===== config.mk =====
export PLATFORM = sky130hd
export DESIGN_NAME = measure_sequencer
export DESIGN_NICKNAME = d
export VERILOG_FILES = /design/src/rtl/measure_seq_pkg.sv /design/src/rtl/measure_sequencer_counter.sv /design/src/rtl/measure_sequencer.sv
export SDC_FILE = /design/constraint.sdc
export NUM_CORES = 1
export LEC_CHECK = 0
export ABC_AREA = 1
export CAP_MARGIN = 20
export CORE_ASPECT_RATIO = 1.5
export CORE_MARGIN = 2
export CORE_UTILIZATION = 40
export DETAILED_ROUTE_END_ITERATION = 16
export SYNTH_ARGS = -nofsm -noshare
export SYNTH_HDL_FRONTEND = slang
export SYNTH_HIERARCHICAL = 1
export SYNTH_SLANG_ARGS = --single-unit

===== constraint.sdc =====
create_clock -name clk -period 4.4 [get_ports clk]
set_input_delay 0.44 -clock clk [delete_from_list [all_inputs] [get_ports clk]]
set_output_delay 0.44 -clock clk [all_outputs]
set_load 0.05 [all_outputs]

===== src/rtl/measure_seq_pkg.sv =====
// Shared constants and types for the measurement sequencer and the
// accumulate / divide / store datapath it drives.
//   - seq_state_t : sequencer state encoding
//   - FRAME_PAD, STORE_OFFSET : frame geometry relative to POINTS
//   - MEASURE_W, POINT_W, SAVE_W : counter widths shared with the datapath
package measure_seq_pkg;

  typedef enum logic [1:0] {
    ST_IDLE      = 2'd0,
    ST_WAIT_TRIG = 2'd1,
    ST_RUN       = 2'd2
  } seq_state_t;

  localparam int FRAME_PAD      = 16;
  localparam int STORE_OFFSET   = 10;
  localparam int SAVE_DEPTH_DEF = 10;

  localparam int MEASURE_W = 17;
  localparam int POINT_W   = 11;
  localparam int SAVE_W    = 4;

  function automatic int frame_len(input int points);
    return 2 * points + FRAME_PAD;
  endfunction

  function automatic int store_at(input int points);
    return 2 * points + STORE_OFFSET;
  endfunction

endpackage


===== src/rtl/measure_sequencer_counter.sv =====
// Modulo-MODULUS up-counter with synchronous clear, count enable and a
// combinational wrap pulse.
//   clk, rst : clock, asynchronous active-high reset
//   en       : advance by one (wraps to 0 after MODULUS-1)
//   clr      : force count to 0 (priority over en)
//   count    : current value
//   wrap     : high when en is set and count is at MODULUS-1
module seq_wrap_counter #(
  parameter int WIDTH   = 8,
  parameter int MODULUS = 256
) (
  input  logic             clk,
  input  logic             rst,
  input  logic             en,
  input  logic             clr,
  output logic [WIDTH-1:0] count,
  output logic             wrap
);

  localparam logic [WIDTH-1:0] LAST = WIDTH'(MODULUS - 1);

  assign wrap = en && (count == LAST);

  always_ff @(posedge clk or posedge rst) begin
    if (rst) begin
      count <= '0;
    end else if (clr) begin
      count <= '0;
    end else if (en) begin
      count <= wrap ? '0 : count + WIDTH'(1);
    end
  end

endmodule


===== src/rtl/measure_sequencer.sv =====
// Frame/batch timing generator for the Raman acquisition chain.
// Each frame waits for its own trig, then sweeps cnt_measure over
// FRAME_LEN cycles; MEASURES frames form a batch. One store strobe per
// batch (frame 0, cycle STORE_AT) unless switch is set.
//   clk, rst      : clock, asynchronous active-high reset
//   start         : pulse, begins acquisition from IDLE
//   stop          : pulse, latched, honoured at the next batch end
//   switch_req    : requested mode, sampled on start and at batch ends
//   trig          : frame trigger, used only while waiting for a frame
//   cnt_measure   : cycle index within the frame
//   cnt_point     : frame index within the batch
//   cnt_save      : results stored, saturating at SAVE_DEPTH
//   switch        : active mode (1 suppresses storing)
//   store_strobe  : datapath capture pulse
//   frame_active  : in RUN
//   busy          : not IDLE
//   done          : pulse when cnt_save reaches SAVE_DEPTH
//
// state     | meaning
// ----------+-----------------------------------------------
// IDLE      | stopped, counters hold their last values
// WAIT_TRIG | armed, waiting for the next frame trigger
// RUN       | sweeping cnt_measure through one frame
module measure_sequencer
  import measure_seq_pkg::*;
#(
  parameter int POINTS     = 64,
  parameter int MEASURES   = 100,
  parameter int SAVE_DEPTH = SAVE_DEPTH_DEF
) (
  input  logic                 clk,
  input  logic                 rst,
  input  logic                 start,
  input  logic                 stop,
  input  logic                 switch_req,
  input  logic                 trig,
  output logic [MEASURE_W-1:0] cnt_measure,
  output logic [POINT_W-1:0]   cnt_point,
  output logic [SAVE_W-1:0]    cnt_save,
  output logic                 switch,
  output logic                 store_strobe,
  output logic                 frame_active,
  output logic                 busy,
  output logic                 done
);

  localparam int FRAME_LEN = frame_len(POINTS);
  localparam int STORE_AT  = store_at(POINTS);

  // The strobe is registered, so it is set one cycle ahead of STORE_AT.
  localparam logic [MEASURE_W-1:0] STORE_PRE = MEASURE_W'(STORE_AT - 1);
  localparam logic [SAVE_W-1:0]    SAVE_FULL = SAVE_W'(SAVE_DEPTH);
  localparam logic [SAVE_W-1:0]    SAVE_LAST = SAVE_W'(SAVE_DEPTH - 1);

  if (FRAME_LEN > 2 ** MEASURE_W) begin : g_chk_frame
    $error("measure_sequencer: FRAME_LEN exceeds cnt_measure range");
  end
  if (MEASURES < 1 || MEASURES > 2 ** POINT_W) begin : g_chk_measures
    $error("measure_sequencer: MEASURES must be 1..2048");
  end
  if (SAVE_DEPTH < 1 || SAVE_DEPTH >= 2 ** SAVE_W) begin : g_chk_save
    $error("measure_sequencer: SAVE_DEPTH does not fit cnt_save");
  end

  seq_state_t state, state_next;
  logic       stop_latch;
  logic       start_go;
  logic       run;
  logic       measure_wrap;
  logic       batch_end;
  logic       stop_now;

  assign start_go = (state == ST_IDLE) && start;
  assign run      = (state == ST_RUN);
  // A stop arriving on the batch-end cycle itself still counts.
  assign stop_now = stop_latch || stop;

  seq_wrap_counter #(
    .WIDTH  (MEASURE_W),
    .MODULUS(FRAME_LEN)
  ) u_measure (
    .clk  (clk),
    .rst  (rst),
    .en   (run),
    .clr  (start_go),
    .count(cnt_measure),
    .wrap (measure_wrap)
  );

  seq_wrap_counter #(
    .WIDTH  (POINT_W),
    .MODULUS(MEASURES)
  ) u_point (
    .clk  (clk),
    .rst  (rst),
    .en   (measure_wrap),
    .clr  (start_go),
    .count(cnt_point),
    .wrap (batch_end)
  );

  always_ff @(posedge clk or posedge rst) begin
    if (rst) begin
      state <= ST_IDLE;
    end else begin
      state <= state_next;
    end
  end

  always_comb begin
    state_next = state;
    unique case (state)
      ST_IDLE: begin
        if (start) state_next = ST_WAIT_TRIG;
      end
      ST_WAIT_TRIG: begin
        if (trig) state_next = ST_RUN;
      end
      ST_RUN: begin
        if (measure_wrap) begin
          state_next = (batch_end && stop_now) ? ST_IDLE : ST_WAIT_TRIG;
        end
      end
      default: state_next = ST_IDLE;
    endcase
  end

  always_ff @(posedge clk or posedge rst) begin
    if (rst) begin
      switch     <= 1'b0;
      stop_latch <= 1'b0;
    end else if (start_go) begin
      switch     <= switch_req;
      stop_latch <= 1'b0;
    end else if (state != ST_IDLE) begin
      if (batch_end) begin
        switch     <= switch_req;
        // Either the stop is being honoured now, or none was pending.
        stop_latch <= 1'b0;
      end else begin
        stop_latch <= stop_now;
      end
    end
  end

  always_ff @(posedge clk or posedge rst) begin
    if (rst) begin
      store_strobe <= 1'b0;
    end else begin
      store_strobe <= run && (cnt_measure == STORE_PRE) &&
                      (cnt_point == '0) && !switch;
    end
  end

  always_ff @(posedge clk or posedge rst) begin
    if (rst) begin
      cnt_save <= '0;
      done     <= 1'b0;
    end else begin
      done <= 1'b0;
      if (start_go) begin
        cnt_save <= '0;
      end else if (store_strobe && (cnt_save < SAVE_FULL)) begin
        cnt_save <= cnt_save + SAVE_W'(1);
        done     <= (cnt_save == SAVE_LAST);
      end
    end
  end

  assign frame_active = (state == ST_RUN);
  assign busy         = (state != ST_IDLE);

endmodule


-- Word level (Yosys, flattened, before mapping)
Cells that the tools add are included.
- register bits: 38
- input port bits: 6
- output and inout port bits: 37
- logic and storage cells: 62
- add/sub/neg operators: 3
- magnitude comparators: 1
- equality and inequality tests: 9
- mux-type cells: 21
- reduce and logical (&&, ||, !) cells: 20
- operators by type and width (operator ; count):
    $mux W17 ; 3
    $eq A17 B8 Y1 const B ; 2
    $mux W11 ; 3
    $add A17 B1 Y17 const B ; 1
    $reduce_bool A2 Y1 ; 6
    $add A11 B1 Y11 const B ; 1
    $eq A11 B7 Y1 const B ; 1
    $logic_not A11 Y1 ; 1
    $mux W1 ; 9
    $logic_and A1 B1 Y1 ; 8
    $mux W4 ; 2
    $mux W2 ; 3
    $pmux W2 S3 ; 1
    $add A4 B1 Y4 const B ; 1
    $eq A4 B4 Y1 const B ; 1
    $lt A4 B4 Y1 const B ; 1
    $ne A2 B2 Y1 const B ; 2
    $reduce_and A3 Y1 ; 1
    $eq A2 B1 Y1 const B ; 1
    $eq A2 B2 Y1 const B ; 1
    $logic_not A2 Y1 ; 1
    $ne A2 B1 Y1 const B ; 1
    $reduce_and A2 Y1 ; 1
    $logic_not A1 Y1 ; 1
    $logic_or A1 B1 Y1 ; 1

-- Depth between registers and ports, before layout
- word-level depth: 7
- gate-level depth with buffers: 11
- mapped depth without buffers: 11

-- Hierarchy
The synthesis kept the hierarchy.
- modules (own cells, without submodules) (module ; instances ; cells each ; area an instance (sq um) ; sequential area each (sq um)):
    seq_wrap_counter (u_measure) ; 1 ; 149 ; 1063.5 ; 425.4
    seq_wrap_counter (u_point) ; 1 ; 103 ; 711.9 ; 275.3
    measure_sequencer ; 1 ; 99 ; 668.1 ; 250.2

-- Worst setup path after synthesis
No wires, ideal clock.
- path kind: reg2reg
- start point: reg u_measure.count[1]
- end point: reg switch
- setup time: 0.076 ns
- data arrival time: 2.818 ns
- required time: 4.324 ns
- setup slack: 1.505 ns
- cell stages (with the launch flop): 12
- path buffers: 0
- period minus slack after synthesis: 2.895 ns
- cell sequence: dfrtp_1 ha_1 nand2_2 inv_2 nand2_1 nor4_1 nand3_1 nor4_1 inv_1 o21ai_2 nand2_1 o21ai_1
- longest elaborated chain between the ends: 5
- RTL lines (element ; RTL line ; source):
    start, declared ; measure_sequencer_counter.sv:16 ; output logic [WIDTH-1:0] count,
    start signal, assigned ; measure_sequencer_counter.sv:30 ; count <= wrap ? '0 : count + WIDTH'(1);
    $eq A17 B8 Y1 ; measure_sequencer_counter.sv:22 ; assign wrap = en && (count == LAST);
    $logic_and A1 B1 Y1 ; measure_sequencer_counter.sv:22 ;
    via measure_wrap ; measure_sequencer.sv:69 ; logic measure_wrap;
    $logic_and A1 B1 Y1 ; measure_sequencer_counter.sv:22 ;
    via batch_end ; measure_sequencer.sv:70 ; logic batch_end;
    $reduce_bool A2 Y1 (no line) ; -- ;
    $reduce_and A2 Y1 (no line) ; -- ;
    end signal, assigned ; measure_sequencer.sv:133 ; switch <= switch_req;
    end signal, assigned ; measure_sequencer.sv:137 ; switch <= switch_req;
    end, declared ; measure_sequencer.sv:40 ; output logic switch,
The timed path passes the listed nets, and every way through them passes these cells.
A chain may end at the register's enable or synchronous reset.

-- Worst setup path in the final report
- start point: reg state[0]
- end point: reg switch
- longest elaborated chain between the ends: 5
- elaborated cells on any way between the ends: 10
- those cells by class: eq/ne: 1; mux: 1; reduce/logical: 8
- RTL lines (element ; RTL line ; source):
    start, declared ; measure_sequencer.sv:65 ; seq_state_t state, state_next;
    start signal, assigned ; measure_sequencer.sv:106 ; state <= state_next;
    $eq A2 B2 Y1 ; measure_sequencer.sv:74 ; assign run = (state == ST_RUN);
    $logic_and A1 B1 Y1 ; measure_sequencer_counter.sv:22 ;
    via measure_wrap ; measure_sequencer.sv:69 ;
    $logic_and A1 B1 Y1 ; measure_sequencer_counter.sv:22 ;
    via batch_end ; measure_sequencer.sv:70 ;
    $reduce_bool A2 Y1 (no line) ; -- ;
    $reduce_and A2 Y1 (no line) ; -- ;
The timed path passes the listed nets, and every way through them passes these cells.

==> results.yml <==
synthesis:
  synth_top_area_frac: 0.389
  yosys.area_share.adder: 0.0205
  yosysSeqAreaShare: 0.389
  netlist_top_cells_area: "dfrtp_1 (39%), nand2_1 (15%), nor2_1 (8.3%), inv_1 (7.8%), nand3_1 (5.3%)"
  syn_area_um2: 2440
  synth_top_family_by_area: "simple AND/OR/NAND/NOR gates"
  synth_cell_types: 27
  synthXorXnorAreaFrac: 0.0215
  yosys_warnings: 6
  synth-compound-area-share: 0.0430
  synthMuxAreaShare: 0
  synth.largest_area_cell: "dfrtp_1"
  ys_ff_latch: 38
  synthSimpleGateAreaFrac: 0.435
  syn_avg_cell_area_um2: 6.96
  synth_nets: 361
  synthCells: 351
route:
  drt-initial-drc-count: 115
  post_drt_via_cell_ratio: 4.81
  ant_nets: 0
  wl_per_cell_um: 12.6
  wl_um: 5950
  drc_errors: 0
  vias: 2265
  firstDrtPassIters: 4
die:
  initial_core_util: 0.416
  core_um2: 5870
  dieArea_um2: 6760
  fp-row-count: 34
  die_x_um: 67.8
  ioPinCount: 43
  die_h_um: 99.7
final_layout:
  design_area_um2: 3020
  layout-drive-gt1-share: 0.110
  antennaDiodeCount: 0
  area_growth_pct: 23.7
  final_nets: 409
  nFillCells: 631
  utilization: 0.515
clock_network:
  root_buffer: "clkbuf_8"
  cts_resized: 0
  cts_hold_buf: 0
  cts_buffers: 5
  cts_tree: "yes"
  clk_pin_slew_worst_paths_ns: 0.08
  clockBufferDepth: 2
  clock_latency_ns: 0.29
  post_cts_buffers: 0
  cts.sinks: 38
  cts_max_level: 2
global_route:
  gr-total-overflow: 0
  grt_usage: 0.196
  grt_max_degree: 18
  antenna_found_initial: 0
  grt_pass1_vias: 2244
  grt_pass1_wl_um: 10300
worst_hold_path:
  min_path_type: "flip-flop to flip-flop"
  min-delay-start: "stop_latch"
  holdPathEnd: "stop_latch"
  hold-path-cell-count: 2
power_and_ir_drop:
  ir_drop_mv: 0.163
  power.total_uw: 595
  power.density_nw_per_um2: 197
  power.switching_uw: 133
  combPwrFrac: 0.028
  netSwitchingFraction: 0.224
  pwr-share-seq: 0.588
  internal-power_uw: 461
  pwr-share-clk: 0.384
  p_leak_nw: 1.44
setup_path:
  r2r_slack_ns: 1.57
  crit_arrival_ns: 3.04
  critPathMaxStageDelay_ns: 0.73
  critical-path-slowest-cell: "nor4_1"
  cp.required_ns: 4.62
  critPathBufInv: 1
  r2r-end: "switch"
  worstSetupStartpointType: "flip-flop"
  critPathTopFamily: "simple AND/OR/NAND/NOR gates"
  reg2regPathDepth: 9
  end_kind: "flip-flop"
  path_class: "flip-flop to flip-flop"
  crit_chain: "nor2_2 > nand3_1 > nor4_1 > nand3_1 > nor4_1 > inv_1 > o21ai_2 > nand2_1 > o21ai_1"
  r2r-start: "state[0]"
  crit_path_max_fanout: 8
sta:
  fin_worst_skew_ns: 0.00721
  fmax_ghz: 0.354
  fin_crit_sh: 0.642
  report.final.slew_viol_count: 0
  finalSetupTns_ns: 0
  rsz0062_at_grt: "no"
  period_minus_slack_ns: 2.83
  finalSetupViolations: 0
  setup_slack_ns: 1.57
  tightest_slew_ns: 0.941
  hold_violations: 0
  relSlewSlack: 0.367
placement:
  place_ws_ns: 1.59
  portBuffers: 42
  placed_cell_area_um2: 2940
  place_hpwl_um: 4680
  place_congestion: 0.881
flow_run:
  drv_cap: 0
status:
  status: "finished clean"
[how the worst max path moves through the flow]
stage,start,end,cells past startpoint,slack (ns)
finish,state[0],switch,9,1.57
global route,state[1],switch,10,1.32
CTS,state[0],switch,9,1.55
detailed placement,state[0],switch,9,1.59
global placement,u_measure/count[1],switch,11,1.64
floorplan,u_measure/count[1],switch,11,1.51
[flip-flops by register name, indices dropped and copies added, names as in the netlist]
name / flops
u_measure/count: 17
state: 2
cnt_save: 4
u_point/count: 11
stop_latch: 1
done: 1
store_strobe: 1
switch: 1
[cells by family (layout without fill, tap and decap cells)]
family,after synthesis,count (layout)
flops,38,38
xor+xnor,6,6
simple gates,228,228
compound gates,18,18
buf+inv,57,105
fa+ha+maj,4,4
[cell usage in the layout, fill, tap and decap left out]
cell	synthesis	routed
nor2_4	7	7
nor3_1	6	6
o21bai_1	2	2
nand3b_1	1	1
xnor2_1	2	2
nand3_1	26	26
xor2_1	4	4
nor2_2	11	11
nand4_1	12	12
o21ai_0	2	2
clkdlybuf4s50_1	0	42
a21o_1	1	1
nand2_2	9	9
clkinv_2	0	2
nand2_1	96	96
a21oi_1	7	7
clkinv_1	1	1
ha_1	4	4
inv_2	4	4
nor4_1	2	2
dfrtp_1	38	38
inv_1	51	51
nand2_4	1	1
nor3_2	2	2
o21ai_1	4	4
clkbuf_8	0	5
nor2_1	54	54
o21ai_2	2	2
nand3_2	1	1
[power by group through the flow]
stage | registers, mW | logic (mW) | clock network [mW]
final | 0.350 | 0.0167 | 0.228
after global routing | 0.350 | 0.0189 | 0.249
after CTS | 0.350 | 0.0176 | 0.238
after detailed placement | 0.357 | 0.0176 | 0
after global placement | 0.357 | 0.0175 | 0
after floorplan | 0.358 | 0.00667 | 0
[metrics by stage]
stage | std cells | hold WS [ns]
detailed placement | 464 | 0.509
CTS | 471 | 0.522
global placement | 464 | 0.502
floorplan | 351 | 0.280
finish | 471 | 0.523
global route | 471 | 0.540
[synthesized netlist by cell type]
library cell	count
nand2_1	96
nor2_1	54
inv_1	51
dfrtp_1	38
nand3_1	26
nand4_1	12
nor2_2	11
nand2_2	9
a21oi_1	7
nor2_4	7
nor3_1	6
ha_1	4
inv_2	4
o21ai_1	4
xor2_1	4
nor3_2	2
nor4_1	2
o21ai_0	2
o21ai_2	2
o21bai_1	2
xnor2_1	2
a21o_1	1
buf_6	1
clkinv_1	1
nand2_4	1
nand3_2	1
nand3b_1	1
[area by class of cell]
type | count | area, um2 | area share
Multi-Input combinational cell | 256 | 1270 | 0.421
Tap cell | 72 | 90.1 | 0.0298
Sequential cell | 38 | 951 | 0.315
Clock inverter | 2 | 10.0 | 0.00331
Timing Repair Buffer | 42 | 420 | 0.139
Clock buffer | 5 | 68.8 | 0.0228
Inverter | 56 | 210 | 0.0696
[per-layer routing]
layer | GRT usage | routed length [um]
met1 | 0.225 | 2360
met3 | 0.0351 | 233
met2 | 0.358 | 3230
met5 | 0 | 0
met4 | 0.0585 | 130
[worst min-delay path, delay by kind of cell (launching register included)]
kind / cells / cell delay (ns)
DFF: 1 / 0.38
buffers and inverters: 1 / 0.05
AOI/OAI and AO/OA: 1 / 0.06
No activity file was read; power rests on OpenSTA's default activity.
